File: config.mk
export PLATFORM = sky130hd
export DESIGN_NAME = conv_ctrl
export DESIGN_NICKNAME = d
export VERILOG_FILES = /design/src/rtl/conv_ctrl.sv
export SDC_FILE = /design/constraint.sdc
export NUM_CORES = 1
export LEC_CHECK = 0
export ABC_AREA = 1
export CORE_ASPECT_RATIO = 1.5
export CORE_UTILIZATION = 47
export DETAILED_ROUTE_END_ITERATION = 12
export PLACE_DENSITY = 0.87
export SYNTH_ARGS = -nofsm -noshare
export SYNTH_HDL_FRONTEND = slang
export SYNTH_SLANG_ARGS = --single-unit
export TNS_END_PERCENT = 5
File: constraint.sdc
create_clock -name clk -period 5.1 [get_ports clk]
set_clock_uncertainty 0.15 [all_clocks]
set_input_delay 0.51 -clock clk [delete_from_list [all_inputs] [get_ports clk]]
set_output_delay 0.51 -clock clk [all_outputs]
set_load 0.02 [all_outputs]
File: src/rtl/conv_ctrl.sv
// conv_ctrl: sequences the 3x3 convolution datapath over every 26x26 output position
module conv_ctrl #(
    parameter int IMG_W = 28,
    parameter int OUT_W = 26,
    parameter int WBASE = 784
) (
    input  logic        clk,
    input  logic        reset,
    input  logic        start,
    input  logic        hold,
    output logic [6:0]  cmd_flags,
    output logic [3:0]  tap,
    output logic [4:0]  row,
    output logic [4:0]  col,
    output logic [31:0] M0_addr,
    output logic        M0_R_req,
    output logic [31:0] M1_addr,
    output logic        busy,
    output logic        finish
);
    typedef enum logic [3:0] {IDLE, LOAD, SET, READ, MULT, ROUND, ADD, WRITE, DONE} state_t;
    state_t state, state_n;
    logic [3:0] tap_n;
    logic [1:0] tr, tc, tr_n, tc_n;
    logic [4:0] row_n, col_n;
    logic [6:0] flags_raw;
    assign busy   = state != IDLE && state != DONE;
    assign finish = state == DONE;
    // state and counter registers; tr/tc track tap/3 and tap%3 for window addressing
    always_ff @(posedge clk) begin
        if (!reset) begin
            state <= IDLE;
            tap   <= 4'd0;
            tr    <= 2'd0;
            tc    <= 2'd0;
            row   <= 5'd0;
            col   <= 5'd0;
        end else begin
            state <= state_n;
            tap   <= tap_n;
            tr    <= tr_n;
            tc    <= tc_n;
            row   <= row_n;
            col   <= col_n;
        end
    end
    // next state and counters; a held busy cycle keeps everything frozen
    always_comb begin
        state_n = state;
        tap_n   = tap;
        tr_n    = tr;
        tc_n    = tc;
        row_n   = row;
        col_n   = col;
        if (!(busy && hold)) begin
            case (state)
                IDLE, DONE: if (start) begin
                    state_n = LOAD;
                    tap_n   = 4'd0;
                    tr_n    = 2'd0;
                    tc_n    = 2'd0;
                    row_n   = 5'd0;
                    col_n   = 5'd0;
                end
                LOAD: begin
                    state_n = tap == 4'd9 ? SET : LOAD;
                    tap_n   = tap == 4'd9 ? 4'd0 : tap + 4'd1;
                end
                SET: begin
                    state_n = READ;
                    tap_n   = 4'd0;
                    tr_n    = 2'd0;
                    tc_n    = 2'd0;
                end
                READ: begin
                    state_n = tap == 4'd8 ? MULT : READ;
                    tap_n   = tap == 4'd8 ? 4'd0 : tap + 4'd1;
                    tc_n    = tc == 2'd2 ? 2'd0 : tc + 2'd1;
                    tr_n    = tap == 4'd8 ? 2'd0 : tc == 2'd2 ? tr + 2'd1 : tr;
                end
                MULT: begin
                    state_n = ROUND;
                    tap_n   = 4'd0;
                end
                ROUND: begin
                    state_n = tap == 4'd8 ? ADD : ROUND;
                    tap_n   = tap == 4'd8 ? 4'd0 : tap + 4'd1;
                end
                ADD: begin
                    state_n = tap == 4'd8 ? WRITE : ADD;
                    tap_n   = tap == 4'd8 ? 4'd0 : tap + 4'd1;
                end
                WRITE: begin
                    tap_n = 4'd0;
                    if (col != 5'(OUT_W - 1)) begin
                        col_n   = col + 5'd1;
                        state_n = SET;
                    end else if (row != 5'(OUT_W - 1)) begin
                        col_n   = 5'd0;
                        row_n   = row + 5'd1;
                        state_n = SET;
                    end else begin
                        state_n = DONE;
                    end
                end
                default: state_n = IDLE;
            endcase
        end
    end
    // command flags and memory addresses decoded from the registered state
    always_comb begin
        flags_raw = state == SET   ? 7'b0000001 :
                    state == READ  ? 7'b0000010 :
                    state == MULT  ? 7'b0000100 :
                    state == ROUND ? 7'b0001000 :
                    state == ADD   ? 7'b0010000 :
                    state == WRITE ? 7'b0100000 :
                    state == LOAD  ? 7'b1000000 : 7'b0000000;
        cmd_flags = hold ? 7'b0000000 : flags_raw;
        M0_R_req  = cmd_flags[6] | cmd_flags[1];
        M0_addr   = state == LOAD ? (32'(WBASE) + 32'(tap)) << 2 :
                    state == READ ? ((32'(row) + 32'(tr)) * 32'(IMG_W) + 32'(col) + 32'(tc)) << 2 :
                    32'd0;
        M1_addr   = (32'(row) * 32'(OUT_W) + 32'(col)) << 2;
    end
endmodule

==> results.yml, run 1 <==
run_status:
  outcome: "completed"
floorplanning:
  rows: 36
  die-height_um: 103
  start_util_pct: 48.7
  ios: 92
  core_um2: 6530
  die_area_um2: 7110
  dieWidth_um: 69.2
synthesis:
  synthCells: 474
  synth.most_common_cell: "nand2_1"
  synth_top_area_share_pct: 17.3
  synth.top_cells.by_count: "nand2_1, inv_1, ha_1, buf_4, nor2_1"
  ys_async_sr_fraction_pct: 0
  synth_area_um2: 3180
  seq_area_frac_synth_pct: 13.8
  yosys-top-cells-area: "ha_1, dfxtp_1, nand2_1"
  ys_types: 37
  synth-seq-cells: 22
  yosysTopAreaCell: "ha_1"
  synth_flop_cell: "dfxtp_1"
  synth.yosys.warnings: 0
  synth_area_per_cell_um2: 6.71
  synth_edf_count: 0
setup_path:
  worstPathMaxFanout: 7
  required_ns: 4.44
  end_kind: "output port"
  crit_type: "flip-flop to output port"
  worstPathArrival_ns: 4.18
  cp-start-kind: "flip-flop"
sta:
  fmax_ghz: 0.207
  hold_viol_final: 0
  finalMaxSlewViolations: 0
  setup_slack_ns: 0.263
  min_period_ns: 4.84
  setup_viol: 0
  rsz0062_at_grt: "false"
  hold_slack_ns: 0.350
  fin_crit_sh_pct: 94.8
  finalSetupTns_ns: 0
layout:
  fin_nets: 582
  post-route-util_pct: 56.6
  post_route_cells_drive_above_1_share_pct: 7.79
  synthToLayoutAreaGrowth_pct: 16.3
  n_antenna_cell: 0
global_route:
  grtUsageTotal_pct: 19.4
  grt_pass1_wl_mm: 11.6
  grt_pass1_vias: 2829
  grt-ovfl-total: 0
  grt_max_degree: 14
  antenna_found_initial: 0
min_path:
  hold_class: "flip-flop to flip-flop"
run:
  maxCapViolCount: 0
route:
  dr.pass1.iters: 4
  wl_mm: 6.92
  avgRoutedWirePerCell_um: 11.5
  drc_errors: 0
  drtIter0Drc: 96
  routed_via_density: 5.05
  via_count: 3039
  drtAntennaViolNets: 0
placed_design:
  dp_hpwl_mm: 5.65
  pre_cts_slack_ns: 0.420
  routabilityCongestion: 0.850
  port_buffers: 50
clock_tree:
  cts.repair.resized: 0
  clk_latency_ns: 0.27
  clk_path_buf_depth: 2
  post_cts_buffers: 0
  cts_made_buffers: 3
  cts_tree: "yes"
  cts.sinks: 22
  htree_levels: 1
  clk_pin_slew_worst_paths_ns: 0.09
  root_buffer: "clkbuf_8"
  cts_hold_buf: 0
power:
  peakVddDrop_mv: 0.119
  p_leak_nw: 1.89
  powerDensity_nw_per_um2: 151
## critical path, cell delays in order, from the launching register on
cell,delay [ns]
dfxtp_2,0.40
inv_1,0.13
fa_1,0.46
xnor2_1,0.14
buf_4,0.17
fa_1,0.51
ha_1,0.16
inv_1,0.05
fa_1,0.37
nand2_1,0.08
nand2_1,0.08
nor2_2,0.16
nand3_1,0.13
nor2_2,0.18
nand3_1,0.10
nand2_1,0.07
inv_1,0.03
nor2_1,0.08
clkdlybuf4s50_1,0.60
## per-stage QoR
stage	power, mW	instances	area (um2)
floorplan	0.359	514	3330
global placement	0.386	598	3620
detailed placement	0.391	598	3620
CTS	0.555	602	3690
global route	0.584	602	3700
finish	0.557	602	3700
## logic make-up after synthesis
family                     after synthesis  share of synthesized area, %
buffers and inverters                  118                          19.0
adders and majority gates               51                          21.7
xor gates and xnor gates                20                          5.51
AOI/OAI and AO/OA                       63                          11.5
other                                    1                         0.118
and+or+nand+nor                        199                          28.3
DFF                                     22                          13.8
## worst paths after layout
kind	slack [ns]	to	startpoint	depth (start not counted)
worst min register to register	0.35	tr[0]$_SDFFE_PN0P_	tr[0]$_SDFFE_PN0P_	2
worst max-delay path	0.26	M0_addr[12]	row[1]$_SDFFE_PN0P_	18
worst max register to register	3.22	row[2]$_SDFFE_PN0P_	row[2]$_SDFFE_PN0P_	9
worst min-delay path	0.35	tr[0]$_SDFFE_PN0P_	tr[0]$_SDFFE_PN0P_	2
## power breakdown
part           internal (mW)  total, mW  switching (mW)
clock                  0.105      0.167          0.0620
sequential             0.179      0.189          0.0105
combinational         0.0694      0.201           0.131
## layout make-up
| class | instances | area (um2) |
|---|---|---|
| fill | 591 | 2830 |
| inverter | 73 | 277 |
| timing repair buffer | 53 | 526 |
| multi-input combinational | 374 | 2290 |
| tap | 76 | 95.1 |
| sequential | 22 | 442 |
| clock buffer | 3 | 41.3 |
| clock inverter | 1 | 30.0 |
## sequential cells by signal, summed over array words and instances (netlist names)
register / cells
col: 5
row: 5
state: 4
tap: 4
tc: 2
tr: 2
## cell usage in the layout, fill, tap and decap left out, drive strengths merged
cell type / Yosys / routed
nand2: 103 / 103
inv: 72 / 72
clkdlybuf4s50: 0 / 49
nor2: 45 / 45
ha: 44 / 44
conb: 1 / 41
nand3: 35 / 35
a21oi: 33 / 33
o21ai: 23 / 23
dfxtp: 22 / 22
xor2: 13 / 13
xnor2: 7 / 7
fa: 7 / 7
nand4: 5 / 5
nor3: 5 / 5
a21o: 3 / 3
clkbuf: 1 / 3
buf: 44 / 3
or2: 2 / 2
nand3b: 2 / 2
o21a: 1 / 1
and2: 1 / 1
o22ai: 1 / 1
clkinv: 1 / 1
a211oi: 1 / 1
nor3b: 1 / 1
o31ai: 1 / 1
bufinv: 0 / 1
dlymetal6s2s: 0 / 1
## layer usage
layer	track usage (%)	share of wire [%]
met3	1.86	3.9
met2	40.6	55
met1	18.0	38
met4	11.0	3.6
met5	0	0
Power figures use the tool's default switching activity.
==> run 2: changes to the inputs <==
--- a/config.mk
+++ b/config.mk
@@ -7,6 +7,7 @@
 export LEC_CHECK = 0
 export ABC_AREA = 1
 export CORE_ASPECT_RATIO = 1.5
+export CORE_MARGIN = 5
 export CORE_UTILIZATION = 47
 export DETAILED_ROUTE_END_ITERATION = 12
 export PLACE_DENSITY = 0.87
==> run 2 against run 1 <==
Flip-flop and latch count is the same. Combinational power is essentially flat. Critical path type unchanged. Global-route usage shrank 2.3 points.
==> results.yml, run 2 (synthesis results as in run 1) <==
run_status:
  outcome: "completed"
sta:
  hold_viol_final: 0
  fmax_ghz: 0.213
  setup_viol: 0
  finalMaxSlewViolations: 0
  finalSetupTns_ns: 0
  min_period_ns: 4.69
  fin_crit_sh_pct: 92.0
  rsz0062_at_grt: "false"
  setup_slack_ns: 0.406
  hold_slack_ns: 0.349
placed_design:
  dp_hpwl_mm: 6.13
  pre_cts_slack_ns: 0.424
  port_buffers: 50
  routabilityCongestion: 0.901
  dp_cells: 598
layout:
  n_antenna_cell: 0
  final_common_cell: "nand2_1"
  fillCellCount: 612
  mostFrequentLayoutCells: "nand2_1, inv_1, clkdlybuf4s50_1"
  synthToLayoutAreaGrowth_pct: 15.5
  post_route_cells_drive_above_1_share_pct: 7.62
  reg.largest.list: "col x5, row x5"
  fin_nets: 582
  instances_no_fill: 601
setup_path:
  end_kind: "output port"
  worstPathArrival_ns: 4.03
  worstPathMaxFanout: 7
  cp-start-kind: "flip-flop"
  crit_type: "flip-flop to output port"
  required_ns: 4.44
global_route:
  grtUsageTotal_pct: 17.0
  grt-ovfl-total: 0
  grt_pass1_vias: 3015
  grt_max_degree: 12
  antenna_found_initial: 0
  grt_pass1_wl_mm: 12.8
route:
  drc_errors: 0
  avgRoutedWirePerCell_um: 12.1
  dr.pass1.iters: 7
  drtIter0Drc: 142
  drtAntennaViolNets: 0
  via_count: 3034
  wl_mm: 7.26
  routed_via_density: 5.05
clock_tree:
  htree_levels: 1
  cts.repair.resized: 0
  cts_made_buffers: 3
  cts_hold_buf: 0
  root_buffer: "clkbuf_8"
  clk_latency_ns: 0.26
  post_cts_buffers: 0
  clk_path_buf_depth: 2
  cts.sinks: 22
  cts_tree: "yes"
  clk_pin_slew_worst_paths_ns: 0.08
floorplanning:
  core_um2: 6530
  rows: 36
  die-height_um: 111
  die_area_um2: 8550
  dieWidth_um: 77.2
  ios: 92
  start_util_pct: 48.7
min_path:
  hold_class: "flip-flop to flip-flop"
power:
  peakVddDrop_mv: 0.211
  p_leak_nw: 1.91
  powerDensity_nw_per_um2: 135
run:
  maxCapViolCount: 0
==> run 2: cell count changes in the layout (fill, tap and decap cells not counted), sizes merged <==
cell           before  now
bufinv              1    0
clkdlybuf4s50      49   47
dlymetal6s2s        1    3
==> run 2: critical path: stages, from the launching register on <==
cell,delay [ns]
dfxtp_2,0.40
inv_1,0.13
fa_1,0.49
xnor2_1,0.15
buf_4,0.17
fa_1,0.51
ha_1,0.15
inv_1,0.05
fa_1,0.37
inv_1,0.11
nand3_1,0.11
nand3b_1,0.11
nand2_1,0.09
nor2_2,0.20
nand2_1,0.07
nand3_1,0.08
nand2_1,0.05
clkdlybuf4s50_1,0.55
==> run 2: worst paths after layout <==
path,cells past startpoint,startpoint,to,slack (ns)
setup / recovery,17,row[1]$_SDFFE_PN0P_,M0_addr[10],0.41
hold / removal,2,tr[0]$_SDFFE_PN0P_,tr[0]$_SDFFE_PN0P_,0.35
hold reg to reg,2,tr[0]$_SDFFE_PN0P_,tr[0]$_SDFFE_PN0P_,0.35
setup reg to reg,9,row[2]$_SDFFE_PN0P_,row[2]$_SDFFE_PN0P_,3.23
==> run 2: where the power goes <==
part | internal, mW | switching [mW]
Combinational | 0.0688 | 0.131
Sequential | 0.179 | 0.0102
Clock | 0.0526 | 0.0550
Total | 0.300 | 0.196
==> run 2: per-layer routing <==
layer  wire, um  part of all wire, %  GRT usage, %
met5          0                    0             0
met2       3950                   54          33.3
met4        190                  2.6          6.19
met3        417                  5.7          2.03
met1       2700                   37          17.9
==> run 2: metrics by stage <==
stage | total power, mW | cell area [um2] | util, %
after floorplan | 0.359 | 3330 | -
after global placement | 0.387 | 3620 | 55.4
after global routing | 0.529 | 3670 | 56.3
final | 0.497 | 3670 | 56.3
after detailed placement | 0.391 | 3620 | 55.4
after CTS | 0.499 | 3660 | 56.1
==> run 2: cell type report <==
| cell class | instances | area, um2 | area share, % |
|---|---|---|---|
| clock buffers | 3 | 41.3 | 1.12 |
| repair buffers | 53 | 531 | 14.4 |
| flip-flops and latches | 22 | 442 | 12.0 |
| multi-input cells | 374 | 2290 | 62.3 |
| inverters | 73 | 277 | 7.52 |
| well taps | 76 | 95.1 | 2.59 |
